[src/rtl/i2s_pkg.sv]
// i2s_pkg
//   Shared types and sizing helpers for the I2S transmit path.
//   DATA_BIT is the sample width shared with the receive path. It is normally
//   defined by i2s_map.svh. The guard keeps a standalone build of this slice
//   consistent with that value.
//   Contents:
//     stereo_t    packed left/right sample pair, left in the upper half
//     CountW      width of the shared bit counter index
//     levelWidth  occupancy width for a FIFO of a given depth (one extra bit)

`ifndef DATA_BIT
`define DATA_BIT 24
`endif

package i2s_pkg;

  localparam int DataBit = `DATA_BIT;
  localparam int CountW  = $clog2(`DATA_BIT);

  typedef struct packed {
    logic [`DATA_BIT-1:0] l;
    logic [`DATA_BIT-1:0] r;
  } stereo_t;

  // An occupancy counter needs one bit more than the pointers, so that it can
  // tell "full" apart from "empty".
  function automatic int levelWidth(input int depth);
    return $clog2(depth) + 1;
  endfunction

endpackage

[src/rtl/i2s_tx_fifo.sv]
// i2s_tx_fifo
//   Synchronous FIFO of stereo pairs with show-ahead output.
//   The head entry is always visible on dout, so a consumer can take it in the
//   same cycle that it pops.
//   Ports:
//     clk, reset_n  clock and asynchronous active-low reset
//     push, din     write request and data. Ignored while full.
//     pop           read request. Ignored while empty.
//     dout          current head entry. Only meaningful while not empty.
//     level         occupancy in pairs
//     full, empty   occupancy flags, derived from registered state

module i2s_tx_fifo
  import i2s_pkg::*;
#(
  parameter int DEPTH = 4
) (
  input  logic                          clk,
  input  logic                          reset_n,
  input  logic                          push,
  input  stereo_t                       din,
  input  logic                          pop,
  output stereo_t                       dout,
  output logic [levelWidth(DEPTH)-1:0]  level,
  output logic                          full,
  output logic                          empty
);

  localparam int PtrW   = $clog2(DEPTH);
  localparam int LevelW = levelWidth(DEPTH);
  localparam logic [LevelW-1:0] LevelFull = LevelW'(DEPTH);

  stereo_t             mem [DEPTH];
  logic [PtrW-1:0]     wrPtr_q;
  logic [PtrW-1:0]     rdPtr_q;
  logic [LevelW-1:0]   level_q;
  logic                doPush;
  logic                doPop;

  assign full   = (level_q == LevelFull);
  assign empty  = (level_q == '0);
  assign doPush = push & ~full;
  assign doPop  = pop & ~empty;
  assign dout   = mem[rdPtr_q];
  assign level  = level_q;

  // The storage array is not reset. Stale entries are never observed,
  // because empty gates every read.
  always_ff @(posedge clk) begin
    if (doPush) begin
      mem[wrPtr_q] <= din;
    end
  end

  // The pointers wrap naturally because DEPTH is a power of two.
  // A simultaneous push and pop leaves the occupancy unchanged.
  always_ff @(posedge clk or negedge reset_n) begin
    if (!reset_n) begin
      wrPtr_q <= '0;
      rdPtr_q <= '0;
      level_q <= '0;
    end else begin
      if (doPush) wrPtr_q <= wrPtr_q + PtrW'(1);
      if (doPop)  rdPtr_q <= rdPtr_q + PtrW'(1);
      case ({doPush, doPop})
        2'b10:   level_q <= level_q + LevelW'(1);
        2'b01:   level_q <= level_q - LevelW'(1);
        default: level_q <= level_q;
      endcase
    end
  end

endmodule

[src/rtl/i2s_tx.sv]
// i2s_tx
//   I2S serial-data transmitter.
//   Source pairs are queued in a small FIFO. At each frame boundary one pair
//   is latched into the frame registers. That pair is then shifted out MSB
//   first, on SCLK falling-edge strobes, at the bit index given by the shared
//   I2S counter.
//   Ports:
//     i_clk_12_288, i_reset_n   system clock and asynchronous active-low reset
//     i_frame                   frame-boundary pulse (loads the next pair)
//     i_sclk_fall               SCLK falling-edge strobe (o_sd updates only here)
//     i_count, i_count_valid,   bit index, data-slot qualifier and channel
//       i_count_lrclk             select from the shared counter
//     i_audio_l/r, i_valid,     source pair handshake
//       o_ready
//     o_sd                      serial data
//     o_underrun                one-cycle pulse after a frame found the FIFO empty
//     o_level                   FIFO occupancy in pairs

module i2s_tx
  import i2s_pkg::*;
#(
  parameter int FIFO_DEPTH    = 4,
  parameter int UNDERRUN_HOLD = 0
) (
  input  logic                               i_clk_12_288,
  input  logic                               i_reset_n,
  input  logic                               i_frame,
  input  logic                               i_sclk_fall,
  input  logic [CountW-1:0]                  i_count,
  input  logic                               i_count_valid,
  input  logic                               i_count_lrclk,
  input  logic [DataBit-1:0]                 i_audio_l,
  input  logic [DataBit-1:0]                 i_audio_r,
  input  logic                               i_valid,
  output logic                               o_ready,
  output logic                               o_sd,
  output logic                               o_underrun,
  output logic [levelWidth(FIFO_DEPTH)-1:0]  o_level
);

  localparam logic [CountW:0] BitLimit = (CountW+1)'(DataBit);

  stereo_t fifoHead;
  stereo_t fifoDin;
  logic    fifoFull;
  logic    fifoEmpty;
  logic    fifoPush;
  logic    fifoPop;

  stereo_t frame_q, frame_d;
  stereo_t lastPair_q;
  logic    underrun_q;
  logic    sd_q, sd_d;

  assign fifoDin  = '{l: i_audio_l, r: i_audio_r};
  assign o_ready  = ~fifoFull;
  assign fifoPush = i_valid & o_ready;
  assign fifoPop  = i_frame & ~fifoEmpty;

  i2s_tx_fifo #(
    .DEPTH(FIFO_DEPTH)
  ) u_fifo (
    .clk    (i_clk_12_288),
    .reset_n(i_reset_n),
    .push   (fifoPush),
    .din    (fifoDin),
    .pop    (fifoPop),
    .dout   (fifoHead),
    .level  (o_level),
    .full   (fifoFull),
    .empty  (fifoEmpty)
  );

  // On a frame boundary, take the FIFO head if there is one. Otherwise play
  // silence, or repeat the previous pair when UNDERRUN_HOLD is set. A push in
  // the same cycle is not yet in the FIFO, so it cannot rescue this frame.
  always_comb begin
    frame_d = frame_q;
    if (i_frame) begin
      if (!fifoEmpty) begin
        frame_d = fifoHead;
      end else if (UNDERRUN_HOLD != 0) begin
        frame_d = lastPair_q;
      end else begin
        frame_d = '0;
      end
    end
  end

  // The serializer reads frame_d rather than frame_q. A strobe that coincides
  // with a frame load therefore already sees the new pair.
  // Padding slots and out-of-range indices drive 0.
  always_comb begin
    sd_d = sd_q;
    if (i_sclk_fall) begin
      sd_d = 1'b0;
      if (i_count_valid && ({1'b0, i_count} < BitLimit)) begin
        sd_d = i_count_lrclk ? frame_d.r[i_count] : frame_d.l[i_count];
      end
    end
  end

  // Frame registers, last-played pair, underrun pulse and serial output flop.
  always_ff @(posedge i_clk_12_288 or negedge i_reset_n) begin
    if (!i_reset_n) begin
      frame_q    <= '0;
      lastPair_q <= '0;
      underrun_q <= 1'b0;
      sd_q       <= 1'b0;
    end else begin
      frame_q    <= frame_d;
      underrun_q <= i_frame & fifoEmpty;
      sd_q       <= sd_d;
      if (fifoPop) begin
        lastPair_q <= fifoHead;
      end
    end
  end

  assign o_sd       = sd_q;
  assign o_underrun = underrun_q;

  // A valid slot must address a real sample bit. The shared counter never
  // produces anything else.
  assert property (@(posedge i_clk_12_288) disable iff (!i_reset_n)
    (i_sclk_fall && i_count_valid) |-> ({1'b0, i_count} < BitLimit));

endmodule

[config.mk]
export PLATFORM = sky130hd
export DESIGN_NAME = i2s_tx
export DESIGN_NICKNAME = d
export VERILOG_FILES = /design/src/rtl/i2s_pkg.sv /design/src/rtl/i2s_tx_fifo.sv /design/src/rtl/i2s_tx.sv
export SDC_FILE = /design/constraint.sdc
export NUM_CORES = 1
export LEC_CHECK = 0
export BUFFER_PORTS_ARGS = -buffer_cell sky130_fd_sc_hd__buf_2
export CAP_MARGIN = 10
export CORE_MARGIN = 3
export CORE_UTILIZATION = 27
export CTS_BUF_LIST = sky130_fd_sc_hd__clkbuf_4
export DETAILED_ROUTE_END_ITERATION = 10
export GPL_TIMING_DRIVEN = 1
export PLACE_DENSITY_LB_ADDON = 0.25
export SLEW_MARGIN = 10
export SYNTH_ARGS = -nofsm -noshare
export SYNTH_HDL_FRONTEND = slang
export SYNTH_SLANG_ARGS = --single-unit
[constraint.sdc]
create_clock -name i_clk_12_288 -period 4.6 [get_ports i_clk_12_288]
set_input_delay 0.69 -clock i_clk_12_288 [delete_from_list [all_inputs] [get_ports i_clk_12_288]]
set_output_delay 0.69 -clock i_clk_12_288 [all_outputs]
set_load 0.05 [all_outputs]
==> impl_metrics.yaml <==
status:
  status: "complete, no violations"
sta:
  finalCritPeriodShare_pct: 65.8
  finalWorstSetupSlack_ns: 1.58
  final_hold_viol_count: 0
  holdWs_ns: 0.220
  tightestPinTransition_ns: 1.05
  rsz0062_at_grt: "false"
  slew_headroom_pct: 30.0
  finalSetupViolCount: 0
  timing.setup.tns_ns: 0
  fin_skew_ns: 0.0300
  drv_slew: 0
  fmax_ghz: 0.331
  min_period_ns: 3.02
power_and_ir_drop:
  p_seq_share_pct: 46.1
  power_density_mw_per_mm2: 625
  power_leakage_uw: 0.00423
  ir_worst_vdd_v: 0.000362
  p_switching_uw: 2160
  power.internal_uw: 5060
  power_frac_comb_pct: 25.1
  clock_power_share_pct: 28.8
  p_sw_share_pct: 29.9
floorplanning:
  num_io_pins: 66
  rows: 69
  dieArea_mm2: 0.0385
  die_w_um: 196
  start_util_pct: 27.4
  core_mm2: 0.0356
  die_h_um: 196
global_route:
  grt_max_degree: 58
  use_met3_pct: 3.54
  grt_pass1_wl_mm: 34.6
  use_met2_pct: 18.8
  grtUsageTotal_pct: 11.8
  busiest_layer: "met2"
  grt_overflow_total: 0
  use_met1_pct: 15.3
  grt_pass1_vias: 5814
  antenna_found_initial: 2
synthesis:
  synthTopCellsByArea: "edfxtp_1 59%, dfrtp_1 15%, mux4_2 10%"
  syn_inst: 507
  synth_fa_ha_area_share_pct: 0.846
  synth.most_common_cell: "edfxtp_1"
  synth_area_per_cell_um2: 19.3
  synth_async_sr_flop_share_pct: 22.9
  syn_area_mm2: 0.00976
  synth_top_flop_cell: "edfxtp_1"
  yosys_warnings: 0
  synth-compound-area-share_pct: 8.96
  synth_top_area_share_pct: 59.1
  ys_top_cells_by_count: "192 x edfxtp_1, 57 x dfrtp_1, 45 x mux4_2"
  ys_seq_area_share_pct: 73.7
  ys_ff_latch: 249
  yosys.area_share.simple_pct: 2.13
  muxShareOfSynthArea_pct: 11.5
  synth_top_area_cell: "edfxtp_1"
  yosysUniqueCellTypes: 46
  synth-edff-count: 192
  synth_top_family_by_area: "multiplexers"
  synthesis.nets: 573
  synth-xor-area-share_pct: 0.538
cts:
  cts-root-buf: "clkbuf_4"
  htreeDepth: 3
  cts_setup_buffers: 0
  postCtsHoldBufs: 0
  cts_tree: "built"
  cts.sink_count: 249
  clk_pin_slew_ns: 0.07
  post_cts_resized: 0
  clock_latency_ns: 0.64
  cts_buffers: 67
  cts.path.max_buffers: 3
layout:
  nets: 685
  syn_to_final_growth_pct: 18.4
  drive_gt1_share_pct: 35.8
  final_util_pct: 32.5
placed_design:
  portBuffers: 65
  hpwl_mm: 14.0
  gp_congestion: 0.797
  place_ws_ns: 1.52
critical_path:
  required_ns: 5.10
  critPathArrivalTime_ns: 3.53
  critical_path.endpoint: "o_sd"
  critPathCaptureType: "register"
  r2r_cells: 7
  startpoint_type: "register"
  cp_max_fo: 25
  critPathKind: "register to register"
  reg2reg_from: "u_fifo.rdPtr_q[0]"
  crit_start: "u_fifo.rdPtr_q[0]"
  r2r_slack_ns: 1.58
  rr_endpoint: "o_sd"
hold_path:
  hp-class: "input port to asynchronous set/reset pin"
drt:
  postRouteAntennaNets: 0
  drtPass1Iterations: 5
  drt-total-wl_mm: 22.4
  avgViaCountPerCell: 4.72
  drt_iter0_drc: 345
  drc: 0
  via_count: 5362
  routed_wire_length_per_instance_um: 19.7
job:
  drv_cap: 0
[worst max-delay path, stage by stage, from the launching register on]
cell	delay, ns
dfrtp_2	0.93
buf_12	0.32
mux4_2	0.57
a221o_1	0.35
o2111a_1	0.14
nor4_1	0.30
a22o_1	0.19
o31ai_1	0.07
[placed cells by master (no fill, tap or decap), types with 3 or more instances in the layout]
master,netlist,final
diode_2,0,3
nor4_1,4,4
a22o_1,36,36
nand2_1,25,25
and3_2,0,4
buf_2,7,65
ha_1,5,5
a221oi_1,9,9
a21oi_1,4,4
buf_4,2,10
xnor2_1,3,3
clkinv_1,1,12
dfrtp_1,57,55
bufinv_16,0,3
a31oi_1,5,5
a22oi_1,4,4
edfxtp_1,192,192
xor2_1,3,3
o2111a_1,11,11
o21ai_0,4,4
a221o_1,12,12
nor2_1,3,3
clkbuf_4,0,104
mux4_2,45,45
inv_1,17,16
mux4_1,4,4
[power groups by stage]
stage | combinational (uW) | sequential, uW | clock [uW]
after detailed placement | 1860 | 3390 | 0
after floorplan | 1350 | 3270 | 0
after global routing | 1990 | 3400 | 2270
after global placement | 1830 | 3360 | 0
after CTS | 1870 | 3350 | 2150
final | 1810 | 3330 | 2080
[per-stage QoR]
| step | instances | instance area, um^2 | power [uW] |
|---|---|---|---|
| after floorplan | 507 | 9760 | 4620 |
| after global placement | 1011 | 10600 | 5190 |
| after detailed placement | 1011 | 10600 | 5250 |
| after CTS | 1132 | 11500 | 7370 |
| after global routing | 1133 | 11500 | 7650 |
| final | 1135 | 11600 | 7220 |
[registers in the layout, summed over array words and instances (netlist names)]
| signal | cells |
|---|---|
| u_fifo.rdPtr_q | 2 |
| u_fifo.wrPtr_q | 2 |
| frame_q | 48 |
| o_sd | 1 |
| o_underrun | 1 |
| u_fifo.level | 3 |
| u_fifo.mem | 192 |
[routing by layer]
metal | wire [um] | up-vias
met2 | 10900 | 164
met1 | 9620 | 2762
li1 | - | 2381
met3 | 1340 | 53
met4 | 544 | 2
met5 | 11 | -
[logic make-up after synthesis]
kind of cell             count (synthesis)
AO/OA/AOI/OAI                          101
XOR/XNOR                                 6
adder cells (fa/ha/maj)                  6
buffers and inverters                   52
flip-flops                             249
multiplexers                            49
AND/OR/NAND/NOR                         44
[area by class of cell]
cell class,instances,area (um^2)
Fill cell,3506,24000
Sequential cell,249,7190
Multi-Input combinational cell,206,2340
Clock buffer,104,781
Tap cell,461,577
Timing Repair Buffer,77,440
Clock inverter,17,145
Inverter,18,67.6
Antenna cell,3,7.51
[how the worst min path moves through the flow]
stage | from | end | slack [ns] | cells after the start
2_1_floorplan | i_reset_n | frame_q[0] | 0.39 | 0
3_3_place_gp | frame_q[47] | frame_q[47] | 0.45 | 2
4_1_cts | i_reset_n | frame_q[26] | 0.18 | 2
3_5_place_dp | frame_q[30] | frame_q[30] | 0.46 | 2
6_report | i_reset_n | frame_q[40] | 0.22 | 2
5_1_grt | i_audio_l[15] | u_fifo.mem[2][39] | 0.20 | 1
(Power assumes the default switching activity.)
